--- src/rtl/mac_acc_stage.sv ---
// Accumulates TAPS signed-weighted products per window and presents the window sum.
// Define MAC_ACC_ABS_EN to load the absolute value of the sum into result.
module mac_acc_stage #(
    parameter int TAPS  = 9,
    parameter int ACC_W = 13
) (
    input  logic             clk,
    input  logic             rst,
    input  logic [7:0]       product,
    input  logic             sub,
    input  logic             in_valid,
    output logic             in_ready,
    input  logic             clr,
    output logic [ACC_W-1:0] result,
    output logic             out_valid,
    input  logic             out_ready
);

    localparam int CW = (TAPS > 1) ? $clog2(TAPS) : 1;
    localparam logic [CW-1:0] LAST = CW'(TAPS - 1);

    typedef enum logic {
        ACCUM,
        HOLD
    } state_t;

    state_t           state;
    state_t           state_nx;
    logic [ACC_W-1:0] acc;
    logic [ACC_W-1:0] acc_nx;
    logic [ACC_W-1:0] prod_x;
    logic [ACC_W-1:0] final_val;
    logic [CW-1:0]    cnt;
    logic             accept;
    logic             last;

    assign prod_x = ACC_W'(product);
    assign acc_nx = sub ? acc - prod_x : acc + prod_x;
    assign accept = in_valid & in_ready;
    assign last   = accept && (cnt == LAST);

`ifdef MAC_ACC_ABS_EN
    assign final_val = acc_nx[ACC_W-1] ? -acc_nx : acc_nx;
`else
    assign final_val = acc_nx;
`endif

    always_ff @(posedge clk or posedge rst) begin
        if (rst) begin
            state <= ACCUM;
        end else begin
            state <= state_nx;
        end
    end

    always_comb begin
        state_nx = state;
        unique case (state)
            ACCUM: if (last) state_nx = HOLD;
            HOLD:  if (out_ready) state_nx = ACCUM;
            default: state_nx = ACCUM;
        endcase
    end

    always_comb begin
        in_ready  = (state == ACCUM) && !clr;
        out_valid = (state == HOLD);
    end

    // clr wins over a coincident product; it is ignored entirely in HOLD
    always_ff @(posedge clk or posedge rst) begin
        if (rst) begin
            acc    <= '0;
            cnt    <= '0;
            result <= '0;
        end else if (state == ACCUM) begin
            if (clr) begin
                acc <= '0;
                cnt <= '0;
            end else if (last) begin
                result <= final_val;
                acc    <= '0;
                cnt    <= '0;
            end else if (accept) begin
                acc <= acc_nx;
                cnt <= cnt + 1'b1;
            end
        end
    end

endmodule

--- config.mk ---
export PLATFORM = sky130hd
export DESIGN_NAME = mac_acc_stage
export DESIGN_NICKNAME = d
export VERILOG_FILES = /design/src/rtl/mac_acc_stage.sv
export SDC_FILE = /design/constraint.sdc
export NUM_CORES = 1
export LEC_CHECK = 0
export CAP_MARGIN = 20
export CORE_AREA = 2 2 68 70
export DETAILED_ROUTE_END_ITERATION = 8
export DIE_AREA = 0 0 70 72
export PLACE_DENSITY = 0.79
export SYNTH_ARGS = -nofsm -noshare
export SYNTH_HDL_FRONTEND = slang
export SYNTH_SLANG_ARGS = --single-unit
--- constraint.sdc ---
create_clock -name clk -period 2.1 [get_ports clk]
set_clock_uncertainty 0.05 [all_clocks]
set_input_delay 0.42 -clock clk [delete_from_list [all_inputs] [get_ports clk]]
set_output_delay 0.42 -clock clk [all_outputs]
set_load 0.01 [all_outputs]
==> summary.txt <==
Critical path
  – CP startpoint kind: input pin
  – Crit end category: flop
  – Buffers & Inverters on Critical Path: 2
  – CP required: 2.28 ns
  – FF-to-FF path depth: 9
  – Arrival time worst endpoint: around 2.8 ns
  – Critical path's slowest cell: or4_1
  – Setup slack, reg-to-reg: -0.21 ns
  – R2r endpoint: acc[12]
  – WP depth: 12
  – R2R Path Start: acc[0]
  – Crit Path Class: input pin to flop
  – Slowest cell delay on critical path: 0.49 ns
  – Crit path from: product[1]
  – Crit path cell chain: buf_8 > buf_6 > nor4b_4 > nor2_1 > xnor2_1 > ha_1 > o211ai_1 > a21oi_2 > o21ai_2 > mux2i_4 > or4_1 > nand3_2
  – Crit Path Max Fanout: 3
  – Crit path max-delay family: simple AND/OR/NAND/NOR gates

Clock tree
  – TritonCTS clock tree: yes
  – Clk slew on worst S/H paths: 0.07 ns
  – Max Root-Sink Buffers: 2
  – Clk sinks: 31
  – CTS buffer count: 5
  – Cts hold-fix bufs: 0
  – Root Buffer: clkbuf_8
  – Htree depth: 2
  – Clock latency on the worst-skew pair: 0.29 ns

Place
  – Dpl hpwl: 3.94 mm
  – Placer Congestion: 0.850
  – PortBufs: 28

STA
  – Share of the cycle needed by the critical path after routing: 125%
  – RSZ-0062 raised after global routing: yes
  – Endpoints failing hold: 0
  – Setup ws final: -0.527 ns
  – Total negative slack: -5.83 ns
  – Max transition margin: between 70 and 80%
  – Tightest Pin Transition: 0.385 ns
  – Final setup viols: 16
  – Final hold slack: 0.428 ns
  – Fmax: 0.381 GHz
  – Min cycle time layout: between 2 and 3 ns
  – Fin. max-slew vios: 0

Final layout
  – Fill cells: 307
  – Area grow syn2layout: 54.2%
  – Commonest non-fill, non-tap cell in the layout: buf_4
  – Most frequent cells in the layout: buf_4, dfrtp_1, nand2_1
  – Layout Nets: 333
  – Ratio of cells with drive above 1 in the final layout: 38.8%
  – ANT cells: 0

Drt
  – ANT nets after route: 0
  – DRC viols: 0
  – DRT iter0 DRCs: between 60 and 70
  – Vias post-DR: 1,961
  – Routed wire length: 5.65 mm
  – 1st-pass router iterations: 4
  – Routed vias/inst: 5.51
  – DR WL/cell: roughly 16 um

Synth
  – Yosys cell types: 44
  – Main combinational cell family by area after synthesis: compound AO/OA/AOI/OAI gates
  – Post-Synth Adder-Cell Area: 10.1%
  – Async SR Flop Fraction: 100%
  – Synthesized cell area: 2050 um2
  – Synthesized net count: 249
  – Fraction of synthesized cell area in xor and xnor cells: 5.98%
  – YS warnings: 0
  – Cells after synthesis: 219
  – Ys flop type: dfrtp_1
  – Sequential fraction of the synthesis area: 37.9%
  – Mux contribution to synthesized area: about 5.3%
  – Post-synthesis compound-gate area fraction: 19.0%
  – Yosys reg bits: 31
  – Top-area cell type share of the netlist area: a little under two fifths
  – Top cells by area, synth: dfrtp_1, ha_1, xnor2_1
  – Post-synth EDFFs: 0
  – Synth area leader: dfrtp_1
  – Synth Area in Simple Gates: between 15 and 20%
  – Syn Area/Cell: approximately 9.4 um2

Die
  – Initial Util: 48.1%
  – # rows: 24
  – DIE HEIGHT: 72 um
  – Die W: 70 um
  – # IOs: 29
  – Core area: between 4000 and 5000 um2
  – Die Area: between 5000 and 6000 um2

GRT
  – Vias in the first global route: 1,980
  – Initial antenna violation count: 0
  – GRT overflow: 0
  – Global-route wire length before repair: between 9 and 10 mm
  – Largest net degree at the start of global routing: 32
  – GRT Resource Usage Total: 23.8%

Run status
  – Failing checks: setup timing
  – Outcome: complete, but fails checks

Power
  – Switch share: 37.4%
  – Power Density: 987 nW/um2
  – Maximum VDD drop: 534 uV
  – Pleak: about 1.5 nW
  – Net Sw Power: ~0.0012 W
  – Logic pwr share: 57.1%
  – Seq pwr share: 25.7%
  – Pint: 0.00195 W
  – Clock power frac: roughly 17%

Min path
  – Hold wc startpoint: result[0]
  – Hold Path Sink: result[0]
  – Hold path cells: 2
  – Min-delay worst type: flop to flop

Job
  – Max-cap violations: 0
[through the flow]
step | util [%] | worst slack (ns) | instance area, um2 | power (W) | std cells
5_1_grt | 74.1 | -0.606 | 3160 | 0.00332 | 356
3_5_place_dp | 65.5 | -1.33 | 2790 | 0.00226 | 337
4_1_cts | 71.8 | -0.519 | 3060 | 0.00299 | 351
6_report | 74.1 | -0.527 | 3160 | 0.00312 | 356
2_1_floorplan | - | -0.504 | 2140 | 0.00168 | 219
3_3_place_gp | 65.5 | -1.26 | 2790 | 0.00221 | 337
[Yosys cell counts, types with 6 or more instances]
library cell / number
xnor2_1: 11
a22o_1: 9
nor2_1: 10
inv_1: 13
nand2_1: 25
nand3_1: 10
clkbuf_1: 6
a21oi_1: 9
mux2_2: 7
dfrtp_1: 31
ha_1: 15
o21ai_0: 13
[layer usage]
layer / global-route usage (%) / wire (um) / up-vias
met2: 43.4 / 2930 / 39
li1: - / - / 958
met5: 0 / 0 / -
met3: 4.72 / 194 / 17
met1: 28.2 / 2360 / 947
met4: 7.91 / 154 / 0
[cell families (layout without fill, tap and decap cells)]
logic type	after synthesis	in the layout
fa+ha+maj	16	16
mux	10	10
simple gates	71	71
flops	31	31
xor+xnor	14	14
compound gates	56	56
buf+inv	21	106
[layout make-up]
class	count	area [um2]	share of cell area [%]
Timing Repair Buffer	85	714	22.6
Tap cell	52	65.1	2.06
Inverter	13	66.3	2.10
Sequential cell	31	776	24.5
Clock inverter	1	7.51	0.238
Clock buffer	7	96.3	3.05
Multi-Input combinational cell	167	1440	45.4
[state kept, by name, indices dropped and copies added (netlist names)]
| register | count |
|---|---|
| acc | 13 |
| cnt | 4 |
| out_valid | 1 |
| result | 13 |
[power groups by stage]
stage                     registers (W)  clock network, W  logic (W)
after detailed placement       0.000799                 0    0.00146
after CTS                      0.000798          0.000546    0.00164
after global routing           0.000815          0.000576    0.00193
after floorplan                0.000779                 0   0.000905
final                          0.000800          0.000538    0.00178
after global placement         0.000797                 0    0.00142
[what timing repair did]
| item | in CTS | in global routing |
|---|---|---|
| gates resized for setup | 51 | 20 |
| pin swaps | 36 | 31 |
| endpoints found under the setup margin | 25 | 20 |
| setup buffers | 7 | 7 |
[worst register-to-register path, delay by kind of cell, from the launching register on]
kind	cells	cell delay, ns
muxes	1	0.20
and+or+nand+nor	3	0.72
adders and majority gates	2	0.60
DFF	1	0.33
buffers and inverters	1	0.05
AOI/OAI and AO/OA	2	0.30
[how the worst max path moves through the flow]
| stage | to | slack, ns |
|---|---|---|
| 6_report | acc[12] | -0.53 |
| 5_1_grt | acc[12] | -0.61 |
| 4_1_cts | result[11] | -0.52 |
| 3_5_place_dp | result[9] | -1.33 |
| 3_3_place_gp | result[9] | -1.26 |
| 2_1_floorplan | result[9] | -0.50 |
Power figures use the tool's default switching activity.
